$ cat src/rtl/accum_12_bit.sv
// Frame accumulator: sums N unsigned 12-bit operands mod 4096 through one
// ripple adder, flags any carry out of bit 11, and holds the result until taken.
module add_12_bit (
  input  logic [11:0] a,
  input  logic [11:0] b,
  input  logic        cin,
  output logic [11:0] sum
);
  logic [11:0] c;

  assign c[0] = cin;

  // Carry out of bit 11 is dropped; the caller reconstructs it from the MSBs.
  for (genvar i = 0; i < 12; i++) begin : g_bit
    assign sum[i] = a[i] ^ b[i] ^ c[i];
    if (i < 11) begin : g_c
      assign c[i+1] = (a[i] & b[i]) | (c[i] & (a[i] ^ b[i]));
    end
  end
endmodule

module accum_12_bit #(
  parameter int N     = 8,
  parameter int CNT_W = 8
) (
  input  logic        clk,
  input  logic        rst,
  input  logic        start,
  input  logic        in_valid,
  output logic        in_ready,
  input  logic [11:0] in_data,
  output logic        out_valid,
  input  logic        out_ready,
  output logic [11:0] out_sum,
  output logic        ovf,
  output logic        busy
);
  localparam logic [1:0] S_IDLE = 2'd0;
  localparam logic [1:0] S_ACC  = 2'd1;
  localparam logic [1:0] S_HOLD = 2'd2;

  localparam logic [CNT_W-1:0] CNT_LAST = CNT_W'(N - 1);

  logic [1:0]       state_q, state_d;
  logic [11:0]      acc_q, acc_d;
  logic [CNT_W-1:0] cnt_q, cnt_d;
  logic [11:0]      sum_q, sum_d;
  logic             ovf_q, ovf_d;
  logic [11:0]      acc_next;
  logic             carry;

  add_12_bit u_add (
    .a   (acc_q),
    .b   (in_data),
    .cin (1'b0),
    .sum (acc_next)
  );

  assign carry = (acc_q[11] & in_data[11]) | ((acc_q[11] | in_data[11]) & ~acc_next[11]);

  always_comb begin
    state_d = state_q;
    acc_d   = acc_q;
    cnt_d   = cnt_q;
    sum_d   = sum_q;
    ovf_d   = ovf_q;
    case (state_q)
      S_IDLE: begin
        if (start) begin
          acc_d   = '0;
          cnt_d   = '0;
          ovf_d   = 1'b0;
          state_d = S_ACC;
        end
      end
      S_ACC: begin
        if (in_valid) begin
          acc_d = acc_next;
          ovf_d = ovf_q | carry;
          // Counter parks at N-1 on the final accept.
          if (cnt_q == CNT_LAST) begin
            sum_d   = acc_next;
            state_d = S_HOLD;
          end else begin
            cnt_d = cnt_q + CNT_W'(1);
          end
        end
      end
      S_HOLD: begin
        if (out_ready) state_d = S_IDLE;
      end
      default: state_d = S_IDLE;
    endcase
  end

  always_ff @(posedge clk) begin
    if (rst) begin
      state_q <= S_IDLE;
      acc_q   <= '0;
      cnt_q   <= '0;
      sum_q   <= '0;
      ovf_q   <= 1'b0;
    end else begin
      state_q <= state_d;
      acc_q   <= acc_d;
      cnt_q   <= cnt_d;
      sum_q   <= sum_d;
      ovf_q   <= ovf_d;
    end
  end

  assign in_ready  = (state_q == S_ACC);
  assign out_valid = (state_q == S_HOLD);
  assign busy      = (state_q == S_ACC) || (state_q == S_HOLD);
  assign out_sum   = sum_q;
  assign ovf       = ovf_q;
endmodule
$ cat config.mk
export PLATFORM = sky130hd
export DESIGN_NAME = accum_12_bit
export DESIGN_NICKNAME = d
export VERILOG_FILES = /design/src/rtl/accum_12_bit.sv
export SDC_FILE = /design/constraint.sdc
export NUM_CORES = 1
export LEC_CHECK = 0
export ABC_AREA = 0
export CORE_MARGIN = 2
export CORE_UTILIZATION = 45
export DETAILED_ROUTE_END_ITERATION = 12
export GPL_TIMING_DRIVEN = 0
export PLACE_DENSITY = 0.72
export SKIP_CTS_REPAIR_TIMING = 1
export SLEW_MARGIN = 15
export SYNTH_ARGS = -nofsm -noshare
export SYNTH_HDL_FRONTEND = slang
export SYNTH_SLANG_ARGS = --single-unit
$ cat constraint.sdc
create_clock -name clk -period 6.1 [get_ports clk]
set_input_delay 1.525 -clock clk [delete_from_list [all_inputs] [get_ports clk]]
set_output_delay 1.525 -clock clk [all_outputs]
set_load 0.02 [all_outputs]
==> impl_metrics.ini, run 1 <==
[clocking]
ctsRootBufferMaster = clkbuf_8
ctsHtreeMaxLevel = 2
cts.sinks = 35
clk_pin_slew_ns = 0.07
clockBufferDepth = 2
insertion_delay_ns = 0.29
tritoncts = yes
numCtsBuffers = 5

[critical_path]
crit_path_max_fanout = 2
ff2ff_path_depth = 19
arrival_ns = 6.12
worstSetupEndpoint = acc_q[11]
rrSetupSlack_ns = 1.07
r2r_start = acc_q[0]
required_ns = 6.27
end_kind = flip-flop
r2r_end = acc_q[11]
cp-start-kind = input port
startpoint = in_data[0]
crit_type = input port to flip-flop

[timing]
min_period_ns = 5.949
relSlewSlack = 0.5151
tightest_slew_ns = 0.7274
fin_ws_ns = 0.1513
final-max-slew-violation-count = 0
fmax_mhz = 168.1
finalCritPeriodShare = 0.9752
hold_slack_ns = 0.4930
fin_skew_ns = 0.001890
grt_setup_unrepaired = false
hold_viol_final = 0
setup_violations = 0
tns_ns = 0

[power_and_ir_drop]
p_leak_nw = 0.8685
irDropWorstVdd_mv = 0.2692
p_per_area_mw_per_mm2 = 271.5
power.total_mw = 0.6657

[grt]
track_usage = 0.1849
antenna_found_initial = 0
grt_start_max_net_pins = 11
grt_pass1_wl_microns = 7120
grt_pass1_vias = 1499
grt_overflow_total = 0

[yosys]
synth-seq-cells = 35
ys_seq_area_frac = 0.3622
synth.distinct_cells = 34
yosys_warnings = 0
syn_inst = 208
synth_top_flop_cell = dfxtp_1
synth_fp_nets = 242
synth_area_sq_mm = 0.001934
syn_area_per_cell_sq_um = 9.300
synth_edf_count = 0
synthArstFlopShare = 0

[layout]
final_util = 0.6044
diodes = 0
drive_gt1_frac = 0.1700
finalNonFillerCells = 297
post-route-cell-area_sq_mm = 0.002452
nets = 281
syn2layout_area_growth_pct = 26.78

[placed_design]
io_buffers = 31
dp_hpwl_microns = 2892
place.gp.congestion = 0.8464
pre_cts_ws_ns = -0.7021
dp_cells = 289
dpl_cell_area_sq_mm = 0.002307

[routing]
routed_wl_microns = 4104
drcViolationCount = 0
drt_iter0_drc = 119
ant_nets = 0
vias = 1564
viasPerCell = 5.266
post_drt_wl_per_cell_microns = 13.82
dr.pass1.iters = 4

[floorplan]
start_util = 0.4767
rows = 23
dieWidth_microns = 69.57
die_h_microns = 69.57
core_area_sq_mm = 0.004058
ios = 33
die_area_sq_mm = 0.004839

[min_path]
hold_path.class = flip-flop to flip-flop

[flow_run]
maxCapViolCount = 0

[status]
status = finished clean
## critical path, cell delays in order
cell       delay, ns
buf_2           0.10
ha_4            0.12
inv_2           0.03
fa_2            0.34
inv_2           0.07
fa_2            0.23
inv_2           0.05
fa_2            0.36
fa_2            0.37
fa_2            0.37
fa_2            0.37
fa_2            0.36
inv_2           0.07
fa_2            0.20
inv_2           0.04
fa_2            0.36
fa_2            0.38
fa_1            0.53
a2bb2oi_1       0.16
nor2_1          0.06
## cells by family (layout without fill, tap and decap cells)
logic type / Yosys count / after routing / share of synthesized area
adder cells (fa/ha/maj): 17 / 17 / 0.1527
flip-flops: 35 / 35 / 0.3622
AO/OA/AOI/OAI: 44 / 44 / 0.1811
AND/OR/NAND/NOR: 71 / 71 / 0.1979
multiplexers: 4 / 4 / 0.02070
buffers and inverters: 37 / 76 / 0.08538
## registers in the layout (all words and copies together) (netlist names)
signal and flops:
out_sum 12, ovf 1, state_q 2, cnt_q 8, acc_q 12
## where the power goes
part | switching [mW] | internal, mW
clock | 0.0830 | 0.120
combinational | 0.130 | 0.0848
sequential | 0.00792 | 0.240
total | 0.221 | 0.445
## how the worst min path moves through the flow
stage                         start   endpoint  slack (ns)  cells past startpoint
after floorplan           acc_q[10]  acc_q[10]        0.46                      2
after global placement     acc_q[3]   acc_q[3]        0.47                      2
after detailed placement        ovf        ovf        0.48                      1
after CTS                 acc_q[10]  acc_q[10]        0.50                      2
after global routing       acc_q[3]   acc_q[3]        0.53                      2
final                     acc_q[10]  acc_q[10]        0.49                      2
## placed cells by master, fill, tap and decap left out, types with 6 or more instances in the layout
| cell | count |
|---|---|
| a211oi_2 | 9 |
| a2bb2oi_1 | 9 |
| clkbuf_1 | 8 |
| clkdlybuf4s50_1 | 29 |
| dfxtp_1 | 35 |
| fa_2 | 10 |
| inv_1 | 20 |
| inv_2 | 6 |
| nand2_1 | 6 |
| nand2b_1 | 7 |
| nand3_1 | 10 |
| nor2_1 | 27 |
| o21ai_0 | 8 |
## cell type report
| class | count | area [sq um] |
|---|---|---|
| repair buffers | 32 | 315.3 |
| inverters | 26 | 97.59 |
| flip-flops and latches | 35 | 700.7 |
| clock buffers | 6 | 72.57 |
| plain buffers | 11 | 67.56 |
| well taps | 50 | 62.56 |
| clock inverters | 1 | 30.03 |
| fillers | 345 | 1605 |
| multi-input cells | 136 | 1106 |
## cells in the mapped netlist (all sizes together) (4+ instances only)
| master | n | area [sq um] |
|---|---|---|
| nor4 | 4 | 40.04 |
| ha | 6 | 75.07 |
| buf | 4 | 41.29 |
| nor2b | 4 | 25.02 |
| mux2i | 4 | 40.04 |
| a31oi | 5 | 31.28 |
| nand2 | 6 | 22.52 |
| inv | 26 | 97.59 |
| nand2b | 7 | 43.79 |
| fa | 11 | 220.2 |
| dfxtp | 35 | 700.7 |
| o21ai | 8 | 40.04 |
| a21oi | 5 | 25.02 |
| clkbuf | 7 | 26.28 |
| a211oi | 9 | 112.6 |
| nand3 | 10 | 50.05 |
| a2bb2oi | 9 | 78.83 |
| nor2 | 28 | 107.6 |
## metal layers
metal | part of all wire | track usage | routed length (microns) | vias to the layer above
met2 | 0.46 | 0.2682 | 1869 | 37
met5 | 0 | 0 | 0 | -
met3 | 0.049 | 0.04942 | 202 | 6
met4 | 0.015 | 0.05882 | 61 | 0
met1 | 0.48 | 0.2680 | 1971 | 731
li1 | - | - | - | 790
Power figures use the tool's default switching activity.
==> inputs of run 2 (changes only) <==
Settings changed: ABC_AREA 0 to default.
==> results of run 2 <==
Final layout, timing and power as in run 1 (identical DEF).
==> inputs of run 3 (changes only) <==
Settings changed: CTS_CLUSTER_DIAMETER from default to 150.
==> results of run 3 <==
Final layout, timing and power as in run 1 (identical DEF).
